### src/rtl/branch_predictor_pkg.sv
// Shared branch predictor constants: counter states and statistics addresses.
// Imported by the predictor top and its saturating counter.
package branch_predictor_pkg;

    localparam logic [1:0] CTR_SNT = 2'b00;
    localparam logic [1:0] CTR_WNT = 2'b01;
    localparam logic [1:0] CTR_WT  = 2'b10;
    localparam logic [1:0] CTR_ST  = 2'b11;

    localparam logic [31:0] HARDWARE_COUNTER_ADDR = 32'hFFFF_FF00;
    localparam logic [31:0] BP_STAT_BR_ADDR       = 32'hFFFF_FF04;
    localparam logic [31:0] BP_STAT_MISS_ADDR     = 32'hFFFF_FF08;

    function automatic logic [1:0] bp_alloc_ctr(input logic is_jump);
        return is_jump ? CTR_ST : CTR_WT;
    endfunction

endpackage

### src/rtl/branch_predictor_sat_counter2.sv
// 2-bit saturating counter next-state logic.
// Shared by the BTB update path and the gshare PHT.
module sat_counter2
    import branch_predictor_pkg::*;
(
    input  logic [1:0] ctr,
    input  logic       taken,
    output logic [1:0] ctr_next
);

    always_comb begin
        ctr_next = ctr;
        if (taken) begin
            if (ctr != CTR_ST)
                ctr_next = ctr + 2'd1;
        end else begin
            if (ctr != CTR_SNT)
                ctr_next = ctr - 2'd1;
        end
    end

endmodule

### src/rtl/branch_predictor.sv
// Direct-mapped BTB with 2-bit counters and branch/mispredict statistics.
// Define BP_GSHARE_EN to add a global-history PHT for conditional branches.
module branch_predictor
    import branch_predictor_pkg::*;
#(
    parameter int ENTRIES   = 64,
    parameter int TAG_BITS  = 10,
    parameter int HIST_BITS = 6
) (
    input  logic                 clk,
    input  logic                 nrst,
    input  logic [31:0]          lookup_pc,
    output logic                 pred_taken,
    output logic [31:0]          pred_target,
    output logic [HIST_BITS-1:0] pred_hist,
    input  logic                 upd_valid,
    input  logic                 upd_is_branch,
    input  logic                 upd_is_jump,
    input  logic [31:0]          upd_pc,
    input  logic                 upd_taken,
    input  logic [31:0]          upd_target,
    input  logic                 upd_pred_taken,
    input  logic [31:0]          upd_pred_target,
    input  logic [HIST_BITS-1:0] upd_hist,
    output logic                 mispredict,
    output logic [31:0]          br_count,
    output logic [31:0]          miss_count
);

    localparam int IDX = $clog2(ENTRIES);
    localparam int TLO = IDX + 2;

    typedef logic [IDX-1:0]      idx_t;
    typedef logic [TAG_BITS-1:0] tag_t;

    logic [ENTRIES-1:0] valid_q;
    tag_t               tag_q [ENTRIES];
    logic [29:0]        tgt_q [ENTRIES];
    logic [1:0]         ctr_q [ENTRIES];

    logic [31:0] br_q;
    logic [31:0] miss_q;

    idx_t l_idx;
    tag_t l_tag;
    logic l_hit;
    logic l_dir;

    idx_t u_idx;
    tag_t u_tag;
    logic u_hit;
    logic u_jump;
    logic u_br;
    logic u_alloc;
    logic u_train;
    logic [1:0] u_ctr_next;

    assign l_idx = lookup_pc[IDX+1:2];
    assign l_tag = lookup_pc[TLO+TAG_BITS-1:TLO];
    assign l_hit = valid_q[l_idx] && (tag_q[l_idx] == l_tag);

    assign u_idx = upd_pc[IDX+1:2];
    assign u_tag = upd_pc[TLO+TAG_BITS-1:TLO];
    assign u_hit = valid_q[u_idx] && (tag_q[u_idx] == u_tag);

    // Jump wins if EX ever flags both kinds at once
    assign u_jump  = upd_valid && upd_is_jump;
    assign u_br    = upd_valid && upd_is_branch && !upd_is_jump;
    assign u_alloc = (u_jump || u_br) && !u_hit && upd_taken;
    assign u_train = (u_jump || u_br) && u_hit;

    sat_counter2 u_btb_ctr (
        .ctr      (ctr_q[u_idx]),
        .taken    (upd_taken),
        .ctr_next (u_ctr_next)
    );

`ifdef BP_GSHARE_EN
    logic [ENTRIES-1:0]   jmp_q;
    logic [1:0]           pht_q [ENTRIES];
    logic [HIST_BITS-1:0] ghr_q;
    logic [HIST_BITS-1:0] ghr_shift;
    logic [HIST_BITS-1:0] ghr_fix;
    idx_t                 l_pidx;
    idx_t                 u_pidx;
    logic [1:0]           pht_next;

    assign l_pidx = l_idx ^ idx_t'(ghr_q);
    assign u_pidx = u_idx ^ idx_t'(upd_hist);
    assign l_dir  = jmp_q[l_idx] ? ctr_q[l_idx][1]
                                 : pht_q[l_pidx][1];
    assign pred_hist = ghr_q;

    generate
        if (HIST_BITS == 1) begin : g_h1
            assign ghr_shift = upd_taken;
            assign ghr_fix   = upd_taken;
        end else begin : g_hn
            assign ghr_shift = {ghr_q[HIST_BITS-2:0], upd_taken};
            assign ghr_fix   = {upd_hist[HIST_BITS-2:0], upd_taken};
        end
    endgenerate

    sat_counter2 u_pht_ctr (
        .ctr      (pht_q[u_pidx]),
        .taken    (upd_taken),
        .ctr_next (pht_next)
    );

    always_ff @(posedge clk or negedge nrst) begin
        if (!nrst) begin
            for (int i = 0; i < ENTRIES; i++)
                pht_q[i] <= CTR_WNT;
        end else if (upd_valid && upd_is_branch) begin
            pht_q[u_pidx] <= pht_next;
        end
    end

    // A mispredict repairs history from the snapshot taken at lookup
    always_ff @(posedge clk or negedge nrst) begin
        if (!nrst)
            ghr_q <= '0;
        else if (mispredict)
            ghr_q <= ghr_fix;
        else if (upd_valid && upd_is_branch)
            ghr_q <= ghr_shift;
    end

    always_ff @(posedge clk) begin
        if (u_alloc || u_train)
            jmp_q[u_idx] <= u_jump;
    end
`else
    assign l_dir     = ctr_q[l_idx][1];
    assign pred_hist = '0;
`endif

    assign pred_taken  = l_hit && l_dir;
    assign pred_target = pred_taken ? {tgt_q[l_idx], 2'b00}
                                    : lookup_pc + 32'd4;

    assign mispredict = upd_valid &&
        ((upd_taken != upd_pred_taken) ||
         (upd_taken && (upd_target != upd_pred_target)));

    always_ff @(posedge clk or negedge nrst) begin
        if (!nrst)
            valid_q <= '0;
        else if (u_alloc)
            valid_q[u_idx] <= 1'b1;
    end

    // Payload arrays are gated by valid_q, so they carry no reset
    always_ff @(posedge clk) begin
        if (u_alloc) begin
            tag_q[u_idx] <= u_tag;
            tgt_q[u_idx] <= upd_target[31:2];
            ctr_q[u_idx] <= bp_alloc_ctr(u_jump);
        end else if (u_train) begin
            if (u_jump || upd_taken)
                tgt_q[u_idx] <= upd_target[31:2];
            ctr_q[u_idx] <= u_jump ? CTR_ST : u_ctr_next;
        end
    end

    always_ff @(posedge clk or negedge nrst) begin
        if (!nrst) begin
            br_q   <= '0;
            miss_q <= '0;
        end else begin
            br_q   <= br_q + {31'd0, upd_valid};
            miss_q <= miss_q + {31'd0, mispredict};
        end
    end

    assign br_count   = br_q;
    assign miss_count = miss_q;

    logic unused_bits;
    assign unused_bits = ^{upd_pc, upd_target[1:0], upd_hist};

endmodule

### config.mk
export PLATFORM = sky130hd
export DESIGN_NAME = branch_predictor
export DESIGN_NICKNAME = d
export VERILOG_FILES = /design/src/rtl/branch_predictor_pkg.sv /design/src/rtl/branch_predictor_sat_counter2.sv /design/src/rtl/branch_predictor.sv
export SDC_FILE = /design/constraint.sdc
export NUM_CORES = 2
export LEC_CHECK = 0
export CORE_ASPECT_RATIO = 0.6
export CORE_UTILIZATION = 30
export DETAILED_ROUTE_END_ITERATION = 16
export PLACE_DENSITY = 0.43
export SYNTH_ARGS = -nofsm -noshare
export SYNTH_HDL_FRONTEND = slang
export SYNTH_HIERARCHICAL = 1
export SYNTH_SLANG_ARGS = --single-unit
### constraint.sdc
create_clock -name clk -period 8.6 [get_ports clk]
set_clock_uncertainty 0.2 [all_clocks]
set_input_delay 0.86 -clock clk [delete_from_list [all_inputs] [get_ports clk]]
set_output_delay 0.86 -clock clk [all_outputs]
set_load 0.02 [all_outputs]
After elaboration in Yosys (flattened, before gate mapping)
Memories as Yosys holds them, arrays and structs flattened. Index checks and enable logic that the tools add are counted.

Order comparisons: 3. Equality and inequality tests: 5. Add/sub/neg operators: 5. Reduce and logical (&&, ||, !) cells: 18. Bitwise logic cells: 3. Muxes and demuxes: 23.

Operators by type and width (number): 32-bit by 1-bit adder with 32-bit output (2); 64-bit bitwise OR (1); 32-bit by 3-bit adder with 32-bit output, second input constant (1); 32-bit two-way mux (1); 32-bit != test (1); 30-bit two-way mux (1); 10-bit == test (2); 6-bit by 7-bit less-than comparator with 1-bit output, second input constant (2); 1-bit two-way mux (13); 1-bit binary-select mux with 6-bit select (2); 1-bit logical AND (12); 2-bit two-way mux (5); 1-bit demux with 6-bit select (1); 6-bit by 1-bit greater-or-equal comparator with 1-bit output, second input constant (1); 1-bit logical OR (3); 2-bit by 1-bit adder with 2-bit output, second input constant (1); 1-bit logical NOT (2); 2-bit != test, second input constant (1); 1-bit bitwise OR (2); 2-bit nonzero test (1); 2-bit by 1-bit subtractor with 2-bit output, second input constant (1); 1-bit != test (1).

Input port bits: 141. Memories kept: 3. Logic and storage cells: 63. RAM bits: 2688. Flip-flop bits (word level): 128.

Memory list: tgt_q (words 64, bits a word 30, read ports 1, clocked after Yosys merged registers in 0, wr ports 1, RTL line branch_predictor.sv:38) `logic [29:0] tgt_q [ENTRIES];`; tag_q (words 64, bits a word 10, read ports 2, clocked after Yosys merged registers in 0, wr ports 1, RTL line branch_predictor.sv:37) `tag_t tag_q [ENTRIES];`; ctr_q (words 64, bits a word 2, read ports 2, clocked after Yosys merged registers in 0, wr ports 1, RTL line branch_predictor.sv:39) `logic [1:0] ctr_q [ENTRIES];`.

Logic depth before layout (Yosys ltp)
Depth after elaboration: 9. Mapped depth: 18.

Hierarchy
Netlist, hierarchy kept.

By module, submodules not included: branch_predictor (area each 116646.9 um^2, seq. area each 83920.5 um^2, times used 1, cells an instance 5865); sat_counter2 (area each 26.3 um^2, seq. area each 0.0 um^2, times used 1, cells an instance 3).

Worst setup path after synthesis
No wires, ideal clock.

Kind: input -> register. Start point: input upd_pc[4]. End point: memory ctr_q[0][1] (data pin). Required time: 7728 ps. Stages on the path: 16. Setup time: 672 ps. Slack: 2500 ps. Arrival time: 5228 ps. Cells stage by stage: buf_2 -> buf_1 -> buf_2 -> buf_2 -> clkbuf_1 -> buf_1 -> buf_1 -> mux2i_1 -> o21ai_0 -> a22oi_1 -> o21ai_0 -> a211oi_1 -> nand4_1 -> maj3_2 -> nor2_1 -> nand4_1.

Elaborated cells on any way between the ends: 22. Those cells by class: 2 x add/sub; 2 x eq/ne; 10 x mux; 6 x reduce/logical; 2 x memory.

RTL lines: from (decl) (RTL line branch_predictor.sv:19) `input logic [31:0] upd_pc,`; memory read 64 x 2 bit *; 2-bit by 1-bit subtractor with 2-bit output, or another cell as far along (RTL line branch_predictor_sat_counter2.sv:18) `ctr_next = ctr - 2'd1;`; 2-bit two-way mux (on tied branches) (RTL line branch_predictor_sat_counter2.sv:17, branch_predictor_sat_counter2.sv:14); 2-bit two-way mux * (RTL line branch_predictor_sat_counter2.sv:13) `if (taken) begin`; named net u_ctr_next[1] (RTL line branch_predictor.sv:56) `logic [1:0] u_ctr_next;`; 2-bit two-way mux * (RTL line branch_predictor.sv:162) `ctr_q[u_idx] <= u_jump ? CTR_ST : u_ctr_next;`; 2-bit two-way mux (no line) *; to (decl) (RTL line branch_predictor.sv:39).

The timed path passes the listed nets; every way through them passes the cells marked *. The select of a mux whose other input is x is not followed.

Worst setup path after layout
Start point: input lookup_pc[2]. End point: output pred_target[13].

Longest elaborated chain between the ends: 5. Elaborated cells on any way between the ends: 10. Those cells by class: 1 x add/sub; 1 x eq/ne; 3 x mux; 2 x reduce/logical; 3 x memory.

Ends and longest elaborated chain: from (decl) (RTL line branch_predictor.sv:12) `input logic [31:0] lookup_pc,`; memory read 64 x 10 bit or 1-bit binary-select mux with 6-bit select (tied branches); 10-bit == test or 1-bit two-way mux (tied branches) (RTL line branch_predictor.sv:60) `assign l_hit = valid_q[l_idx] && (tag_q[l_idx] == l_tag);`; 1-bit logical AND (RTL line branch_predictor.sv:60); 1-bit logical AND (RTL line branch_predictor.sv:138) `assign pred_taken = l_hit && l_dir;`; 32-bit two-way mux * (RTL line branch_predictor.sv:139) `assign pred_target = pred_taken ? {tgt_q[l_idx], 2'b00}`; to (decl) (RTL line branch_predictor.sv:14) `output logic [31:0] pred_target,`.

Every way passes the cells marked *; elsewhere a longest branch is shown, timed or not. The select of a mux whose other input is x is not followed.

==> results.sh <==
export IMPL_cts_inserted_buffers=289
export IMPL_dieHeight_um=485.1
export IMPL_cts_resized_gates=0
export IMPL_grt_pass1_wl_um=569700
export IMPL_postLayoutSetupSlackWorst_ns=0.9394
export IMPL_yosys_register_bits=2816
export IMPL_crit_slowest_cell="mux4_1"
export IMPL_synth_cell_types=82
export IMPL_final_hold_viol_count=0
export IMPL_critPathMaxStageDelay_ns=0.72
export IMPL_root_buffer="clkbuf_16"
export IMPL_vias=65305
export IMPL_dp_final_hpwl_um=268400
export IMPL_post_cts_buffers=0
export IMPL_synth_area_leaders="edfxtp_1, mux4_2, dfrtp_1"
export IMPL_drt_iter0_drc=8903
export IMPL_synthToLayoutAreaGrowth_pct=17.22
export IMPL_grt_overflow_total=0
export IMPL_setup_viol=0
export IMPL_nNetsFinal=6490
export IMPL_slew_headroom_pct=-8.377
export IMPL_yosysTopAreaCell="edfxtp_1"
export IMPL_wl_per_cell_um=36.05
export IMPL_outcome="finished with violations"
export IMPL_cp_start_kind="input port"
export IMPL_htreeDepth=5
export IMPL_track_usage_pct=21.16
export IMPL_placementRows=176
export IMPL_timing_final_crit_period_ns=7.661
export IMPL_rsz0062_at_grt="no"
export IMPL_final_cell_mix="edfxtp_1, mux4_2, clkbuf_16"
export IMPL_core_sq_um=385100
export IMPL_failed_checks="capacitance limit, slew limit"
export IMPL_netlist_area_sq_um=116700
export IMPL_place_gp_congestion=0.9641
export IMPL_viasPerCell=5.558
export IMPL_final_setup_tns_ns=0
export IMPL_chipWidth_um=807.1
export IMPL_hold_path_class="in -> reg"
export IMPL_critPathBufInv=3
export IMPL_cts_buffer_depth=4
export IMPL_drive_above_1_share_pct=27.41
export IMPL_arrival_ns=6.60
export IMPL_drv_cap=2
export IMPL_async_reset_ff_share_pct=4.545
export IMPL_io_pins=245
export IMPL_ir_worst_vdd_v=0.0001510
export IMPL_tightest_slew_ns=1.612
export IMPL_synthCells=5868
export IMPL_cts_sinks=2816
export IMPL_crit_type="in -> out"
export IMPL_drc=0
export IMPL_ant_nets=0
export IMPL_cts_tree="yes"
export IMPL_ys_seq_area_share_pct=71.93
export IMPL_fin_crit_sh_pct=89.08
export IMPL_drt_wl_total_um=423600
export IMPL_cpLargestDelayFamily="multiplexers"
export IMPL_synth_ff_type="edfxtp_1"
export IMPL_cts_clk_slew_worst_paths_ns=0.06
export IMPL_avgSynthCellArea_sq_um=19.88
export IMPL_grt_max_degree=133
export IMPL_fmax_mhz=130.5
export IMPL_endpoint_kind="output port"
export IMPL_yosys_warnings=6
export IMPL_leakage_nw=42.92
export IMPL_portBuffers=216
export IMPL_required_ns=7.54
export IMPL_p_per_area_nw_per_um2=219.8
export IMPL_path_cells="buf_8, mux4_1, mux2_2, a22oi_1, nand3_1, xor2_1, a2111o_1, or4b_1, or4_2, buf_4, mux2_4, clkdlybuf4s50_1"
export IMPL_die_area_sq_um=391500
export IMPL_start_util_pct=30.29
export IMPL_cp_max_fo=54
export IMPL_utilization_pct=35.51
export IMPL_firstDrtPassIters=8
export IMPL_synth_top_cell_area_share_pct=69.18
export IMPL_layout_commonest_cell="edfxtp_1"
export IMPL_grt_pass1_vias=63129
export IMPL_antenna_found_initial=56
export IMPL_maxSlewViolCount=8
export IMPL_synth_edff_count=2688
export IMPL_post_place_ws_ns=0.9989
export IMPL_clock_latency_ns=0.91
cells in the mapped netlist (28+ instances only):
cell type	instances
o22ai_1	50
inv_1	39
dfrtp_1	128
xnor2_1	78
nor2_1	208
mux2_2	43
a221oi_1	43
nand3_1	81
a221o_1	28
buf_2	125
a22oi_1	74
a21oi_1	39
o21ai_0	56
nor3_1	89
nand4_1	30
mux2i_1	185
a31oi_1	54
mux4_2	806
o21bai_1	62
xor2_1	59
clkbuf_1	178
edfxtp_1	2688
nand2_1	216
buf_1	42
cells by family (layout without fill, tap and decap cells):
family,after synthesis,in the layout,share of synthesized area [%]
buf+inv,429,1113,1.720
simple gates,790,790,3.238
mux,1067,1067,18.03
fa+ha+maj,7,7,0.07292
flops,2816,2816,71.93
xor+xnor,137,137,1.028
other cells,1,36,0.003214
compound gates,621,621,3.980
layer usage:
metal	GRT usage, %	routed length, um	vias to the layer above
li1	-	-	25639
met3	7.709	49570	484
met5	0	126	-
met1	33.85	202300	35673
met2	26.88	162800	3489
met4	4.228	8783	20
where the power goes:
part           leakage (nW)  switching, mW  internal (mW)  total [mW]
clock network          4.41           5.51           7.03        12.5
logic                  12.5           1.53          0.802        2.33
registers              26.0         0.0768           15.1        15.2
stage by stage:
| step | hold WS, ns | instance area, sq um | total power [mW] | std cells |
|---|---|---|---|---|
| after floorplan | 0.2525 | 116700 | 16.56 | 5873 |
| after detailed placement | 0.2618 | 127600 | 17.77 | 11213 |
| after CTS | 0.05959 | 136700 | 30.32 | 11718 |
| after global placement | 0.2616 | 127600 | 17.76 | 11211 |
| after global routing | 0.07395 | 136700 | 30.94 | 11721 |
| final | 0.1055 | 136800 | 30.07 | 11749 |
timing repair:
item | in CTS | in global routing
hold buffers | 1 | 0
endpoints found under the hold margin | 40 | 0
setup endpoints to repair | 0 | 0
worst reg2reg max path: stages, from the launching register on:
cell	delay (ns)
edfxtp_1	0.40
mux4_2	0.47
mux2i_1	0.14
buf_4	0.22
o211ai_1	0.37
a221o_1	0.41
or4b_1	0.54
xor2_1	0.65
a2111oi_2	0.17
a31oi_4	0.78
buf_4	0.49
nor2_4	0.09
buf_12	0.17
flip-flops by register name, summed over array words and instances, names as in the netlist:
signal and count:
br_count 32, tag_q 640, miss_count 32, tgt_q 1920, valid_q 64, ctr_q 128
path summary, 6_finish.rpt:
check,from,to,slack [ns],cells past startpoint
hold / removal,upd_pc[8],tag_q[46][0]$_DFFE_PP_,0.11,1
setup / recovery,lookup_pc[2],pred_target[13],0.94,12
hold reg to reg,miss_count[31]$_DFF_PN0_,miss_count[31]$_DFF_PN0_,0.27,1
min in group asynchronous,nrst,br_count[27]$_DFF_PN0_,0.26,2
max in group asynchronous,nrst,miss_count[26]$_DFF_PN0_,6.10,4
setup reg to reg,tag_q[2][0]$_DFFE_PP_,tgt_q[2][7]$_DFFE_PP_,3.14,12
layout make-up:
| type | count | area, sq um |
|---|---|---|
| Antenna cell | 30 | 75.07 |
| Clock inverter | 150 | 1409 |
| Timing Repair Buffer | 568 | 5658 |
| Inverter | 41 | 162.7 |
| Multi-Input combinational cell | 2628 | 31430 |
| Fill cell | 35750 | 248400 |
| Tap cell | 5162 | 6459 |
| Sequential cell | 2816 | 83920 |
| Clock buffer | 354 | 7645 |
No activity file was read; power rests on OpenSTA's default activity.
